`config.mk`:
```
export PLATFORM = sky130hd
export DESIGN_NAME = rx_byte_fifo
export DESIGN_NICKNAME = d
export VERILOG_FILES = /design/src/rtl/rx_byte_fifo.sv
export SDC_FILE = /design/constraint.sdc
export NUM_CORES = 1
export LEC_CHECK = 0
export ABC_AREA = 1
export ABC_CLOCK_PERIOD_IN_PS = 3700
export CAP_MARGIN = 40
export CORE_ASPECT_RATIO = 1.25
export CORE_UTILIZATION = 30
export DETAILED_ROUTE_END_ITERATION = 7
export GPL_ROUTABILITY_DRIVEN = 0
export SLEW_MARGIN = 30
export SYNTH_ARGS = -nofsm -noshare
export SYNTH_HDL_FRONTEND = slang
export SYNTH_SLANG_ARGS = --single-unit
```
`constraint.sdc`:
```
create_clock -name bclkx8 -period 3.7 [get_ports bclkx8]
set_input_delay 0.555 -clock bclkx8 [delete_from_list [all_inputs] [get_ports bclkx8]]
set_output_delay 0.555 -clock bclkx8 [all_outputs]
set_load 0.05 [all_outputs]
```
`src/rtl/rx_byte_fifo.sv`:
```
// Receive-side character FIFO for a UART. Each rising edge of rx_valid is one
// write, and each rising edge of rx_ferr is one framing event. The head is shown first-word-fall-through.
module rx_byte_fifo #(
    parameter int DATA_BITS = 8,
    parameter int DEPTH     = 4
) (
    input  logic                         bclkx8,
    input  logic                         rst,
    input  logic [DATA_BITS-1:0]         rx_data,
    input  logic                         rx_valid,
    input  logic                         rx_ferr,
    input  logic                         rd_en,
    input  logic                         clr_err,
    output logic [DATA_BITS-1:0]         rd_data,
    output logic                         rd_valid,
    output logic                         full,
    output logic [$clog2(DEPTH):0]       count,
    output logic                         overrun,
    output logic                         ferr
);
    localparam int AW = $clog2(DEPTH);
    localparam int CW = AW + 1;

    logic [DATA_BITS-1:0] mem [DEPTH];
    logic [AW-1:0]        wr_ptr;
    logic [AW-1:0]        rd_ptr;
    logic                 prev_v;
    logic                 prev_f;

    logic wr_evt;
    logic fr_evt;
    logic pop;
    logic wr_accept;
    logic wr_drop;

    assign wr_evt    = rx_valid & ~prev_v;
    assign fr_evt    = rx_ferr & ~prev_f;
    assign rd_valid  = (count != '0);
    assign full      = (count == CW'(DEPTH));
    assign pop       = rd_en & rd_valid;
    // A pop frees the head slot in the same cycle, so a full FIFO can still take a write.
    assign wr_accept = wr_evt & (~full | pop);
    assign wr_drop   = wr_evt & full & ~pop;
    assign rd_data   = rd_valid ? mem[rd_ptr] : '0;

    // The storage has no reset, so the synthesis tool can map it to plain RAM.
    always_ff @(posedge bclkx8) begin
        if (wr_accept) begin
            mem[wr_ptr] <= rx_data;
        end
    end

    // The edge detectors reset high, so a strobe held across reset release is ignored.
    always_ff @(posedge bclkx8 or posedge rst) begin
        if (rst) begin
            prev_v <= 1'b1;
            prev_f <= 1'b1;
        end else begin
            prev_v <= rx_valid;
            prev_f <= rx_ferr;
        end
    end

    always_ff @(posedge bclkx8 or posedge rst) begin
        if (rst) begin
            wr_ptr <= '0;
            rd_ptr <= '0;
            count  <= '0;
        end else begin
            if (wr_accept) begin
                wr_ptr <= wr_ptr + AW'(1);
            end
            if (pop) begin
                rd_ptr <= rd_ptr + AW'(1);
            end
            case ({wr_accept, pop})
                2'b10:   count <= count + CW'(1);
                2'b01:   count <= count - CW'(1);
                default: count <= count;
            endcase
        end
    end

    // When a flag is set and cleared in the same cycle, the set takes priority.
    always_ff @(posedge bclkx8 or posedge rst) begin
        if (rst) begin
            overrun <= 1'b0;
            ferr    <= 1'b0;
        end else begin
            if (wr_drop) begin
                overrun <= 1'b1;
            end else if (clr_err) begin
                overrun <= 1'b0;
            end
            if (fr_evt) begin
                ferr <= 1'b1;
            end else if (clr_err) begin
                ferr <= 1'b0;
            end
        end
    end

endmodule

```
==> impl_metrics.env <==
export IMPL_ir_worst_vdd_uv=291.0
export IMPL_die_area_sq_mm=0.006955
export IMPL_synthFlopType="edfxtp_1"
export IMPL_synth_edf_count=32
export IMPL_h_tree_depth=2
export IMPL_arrival_ps=2480
export IMPL_clkLatencyLatePin_ps=290
export IMPL_synth_area_sq_mm=0.001987
export IMPL_ys_types=21
export IMPL_cts_sinks=43
export IMPL_crit_fanout=19
export IMPL_slew_viol_final=0
export IMPL_outcome="finished, final reports clean"
export IMPL_layout_drive_gt1_share_pct=7.692
export IMPL_post_route_min_period_ps=3032
export IMPL_power_density_mw_per_mm2=793.0
export IMPL_drtPass1Iterations=4
export IMPL_max_stage_delay_ps=830
export IMPL_cellLeakagePower_uw=0.001104
export IMPL_setup_viol=0
export IMPL_postPlaceCellArea_sq_mm=0.002336
export IMPL_rsz0062_at_grt="false"
export IMPL_drtAntennaViolNets=0
export IMPL_total_power_uw=1939
export IMPL_tightest_slew_ps=773.7
export IMPL_cp_end_kind="output pin"
export IMPL_cts_setup_buffers=0
export IMPL_hold_buffers=0
export IMPL_synth_area_leader_cell="edfxtp_1"
export IMPL_grt_remaining_overflow=0
export IMPL_via_per_inst=4.006
export IMPL_ys_top_cells_by_count="52 x inv_1, 49 x nand2_1, 32 x edfxtp_1"
export IMPL_die_h_microns=92.99
export IMPL_ioPinCount=29
export IMPL_antenna_found_initial=0
export IMPL_cts_buffer_depth=2
export IMPL_drt_iter0_markers=33
export IMPL_path_cells="inv_6 -> nand2_1 -> nand3_1 -> a21oi_1 -> clkdlybuf4s50_1"
export IMPL_post_dp_hpwl_microns=2358
export IMPL_fin_worst_skew_ps=4.274
export IMPL_ys_warn_count=0
export IMPL_post_route_util_pct=38.89
export IMPL_rows=32
export IMPL_path_buf_inv=2
export IMPL_stdcell_area_sq_mm=0.002445
export IMPL_num_antenna_cells=0
export IMPL_wirelength_microns=3397
export IMPL_relSlewSlack_pct=48.23
export IMPL_critPathSlowestCell="clkdlybuf4s50_1"
export IMPL_clockRootBuffer="clkbuf_8"
export IMPL_hold_class="reg2reg"
export IMPL_cp_required_ps=3140
export IMPL_cts_resized=0
export IMPL_finalHoldViolations=0
export IMPL_critical_path_top_delay_family="buffers and inverters"
export IMPL_nets=253
export IMPL_grt_pass1_wl_microns=5664
export IMPL_tns_ps=0
export IMPL_min_period_over_period_pct=81.94
export IMPL_avgSynthCellArea_sq_um=9.984
export IMPL_path_clk_slew_ps=80
export IMPL_drc=0
export IMPL_die_w_microns=74.79
export IMPL_wire_per_inst_microns=10.65
export IMPL_syn_to_final_growth_pct=23.05
export IMPL_ys_seq_elements=43
export IMPL_dr_total_vias=1278
export IMPL_start_util_pct=31.61
export IMPL_syn_inst=199
export IMPL_cp_start_kind="flop"
export IMPL_grtUsageTotal_pct=11.16
export IMPL_syn_nets=219
export IMPL_whs_ps=486.6
export IMPL_yosysMostFrequentCell="inv_1"
export IMPL_seq_area_frac_synth_pct=62.34
export IMPL_core_sq_mm=0.006286
export IMPL_cts_tree="built"
export IMPL_synthTopCellsByArea="edfxtp_1 48%, dfrtp_1 11%, inv_1 9.8%"
export IMPL_synthArstFlopShare_pct=25.58
export IMPL_drv_cap=0
export IMPL_first_global_vias=1242
export IMPL_synth_top_area_share_pct=48.36
export IMPL_portBuffers=28
export IMPL_grt_max_degree=20
export IMPL_cts_made_buffers=5
export IMPL_max_clock_freq_ghz=0.3298
export IMPL_worstSetupPathType="reg2out"
==> cell usage in the layout (no fill, tap or decap), types with 3 or more instances in the layout <==
cell type and n:
nor2_1 6, nand2_1 49, clkbuf_8 5, edfxtp_1 32, nand3_1 20, ha_1 5
o21ai_0 3, a21oi_1 7, dfrtp_1 9, inv_1 52, clkdlybuf4s50_1 28
==> registers in the layout, summed over array words and instances (netlist names) <==
name / cells
wr_ptr: 2
ferr: 1
count: 3
prev_v: 1
rd_ptr: 2
overrun: 1
mem: 32
prev_f: 1
==> worst reg2reg max path, stage by stage (launching register included) <==
cell and delay (ps):
dfrtp_1 430, nor2_1 160, nand3_1 150, nand2_2 160, ha_1 180, inv_1 60
fa_1 380, nand2_1 100, nand3_1 80, nand2_1 60, nand2_1 50
==> per-stage QoR <==
step / cells / setup slack [ps]
floorplan: 199 / 924.2
global placement: 308 / 1030
detailed placement: 309 / 1009
CTS: 317 / 664.3
global route: 319 / 491.0
finish: 319 / 668.2
==> metal layers <==
layer	GRT usage, %	vias to the layer above	wire length, microns
li1	-	680	-
met2	19.67	18	1909
met4	5.503	0	46
met1	12.44	575	1348
met3	2.263	5	93
met5	0	-	0
==> logic make-up after synthesis <==
logic type | count (synthesis) | share of synthesized area (%)
AO/OA/AOI/OAI | 11 | 2.959
XOR/XNOR | 2 | 0.8818
adder cells (fa/ha/maj) | 6 | 4.156
buffers and inverters | 57 | 12.53
flip-flops | 43 | 62.34
AND/OR/NAND/NOR | 80 | 17.13
==> worst paths after layout <==
kind,start,to,slack (ps),cells after the start
max in group asynchronous,rst,prev_v$_DFF_PP1_,2800,2
setup reg to reg,count[0]$_DFFE_PP0P_,count[2]$_DFFE_PP0P_,1800,10
hold / removal,overrun$_DFFE_PP0P_,overrun$_DFFE_PP0P_,490,2
hold reg to reg,overrun$_DFFE_PP0P_,overrun$_DFFE_PP0P_,490,2
setup / recovery,rd_ptr[0]$_DFFE_PP0P_,rd_data[7],670,5
min in group asynchronous,rst,overrun$_DFFE_PP0P_,560,2
==> power by group <==
part	switching (uW)	internal, uW	total (uW)
combinational	640	319	959
sequential	94.1	592	687
clock	158	135	293
total	892	1050	1940
==> cell type report <==
type                            count  area [sq um]
Sequential cell                    43          1239
Multi-Input combinational cell     99         499.2
Clock buffer                        5         68.82
Timing Repair Buffer               31         302.8
Inverter                           53         203.9
Clock inverter                      3         25.02
Fill cell                         631          3841
Tap cell                           85         106.4
(Power assumes the default switching activity.)
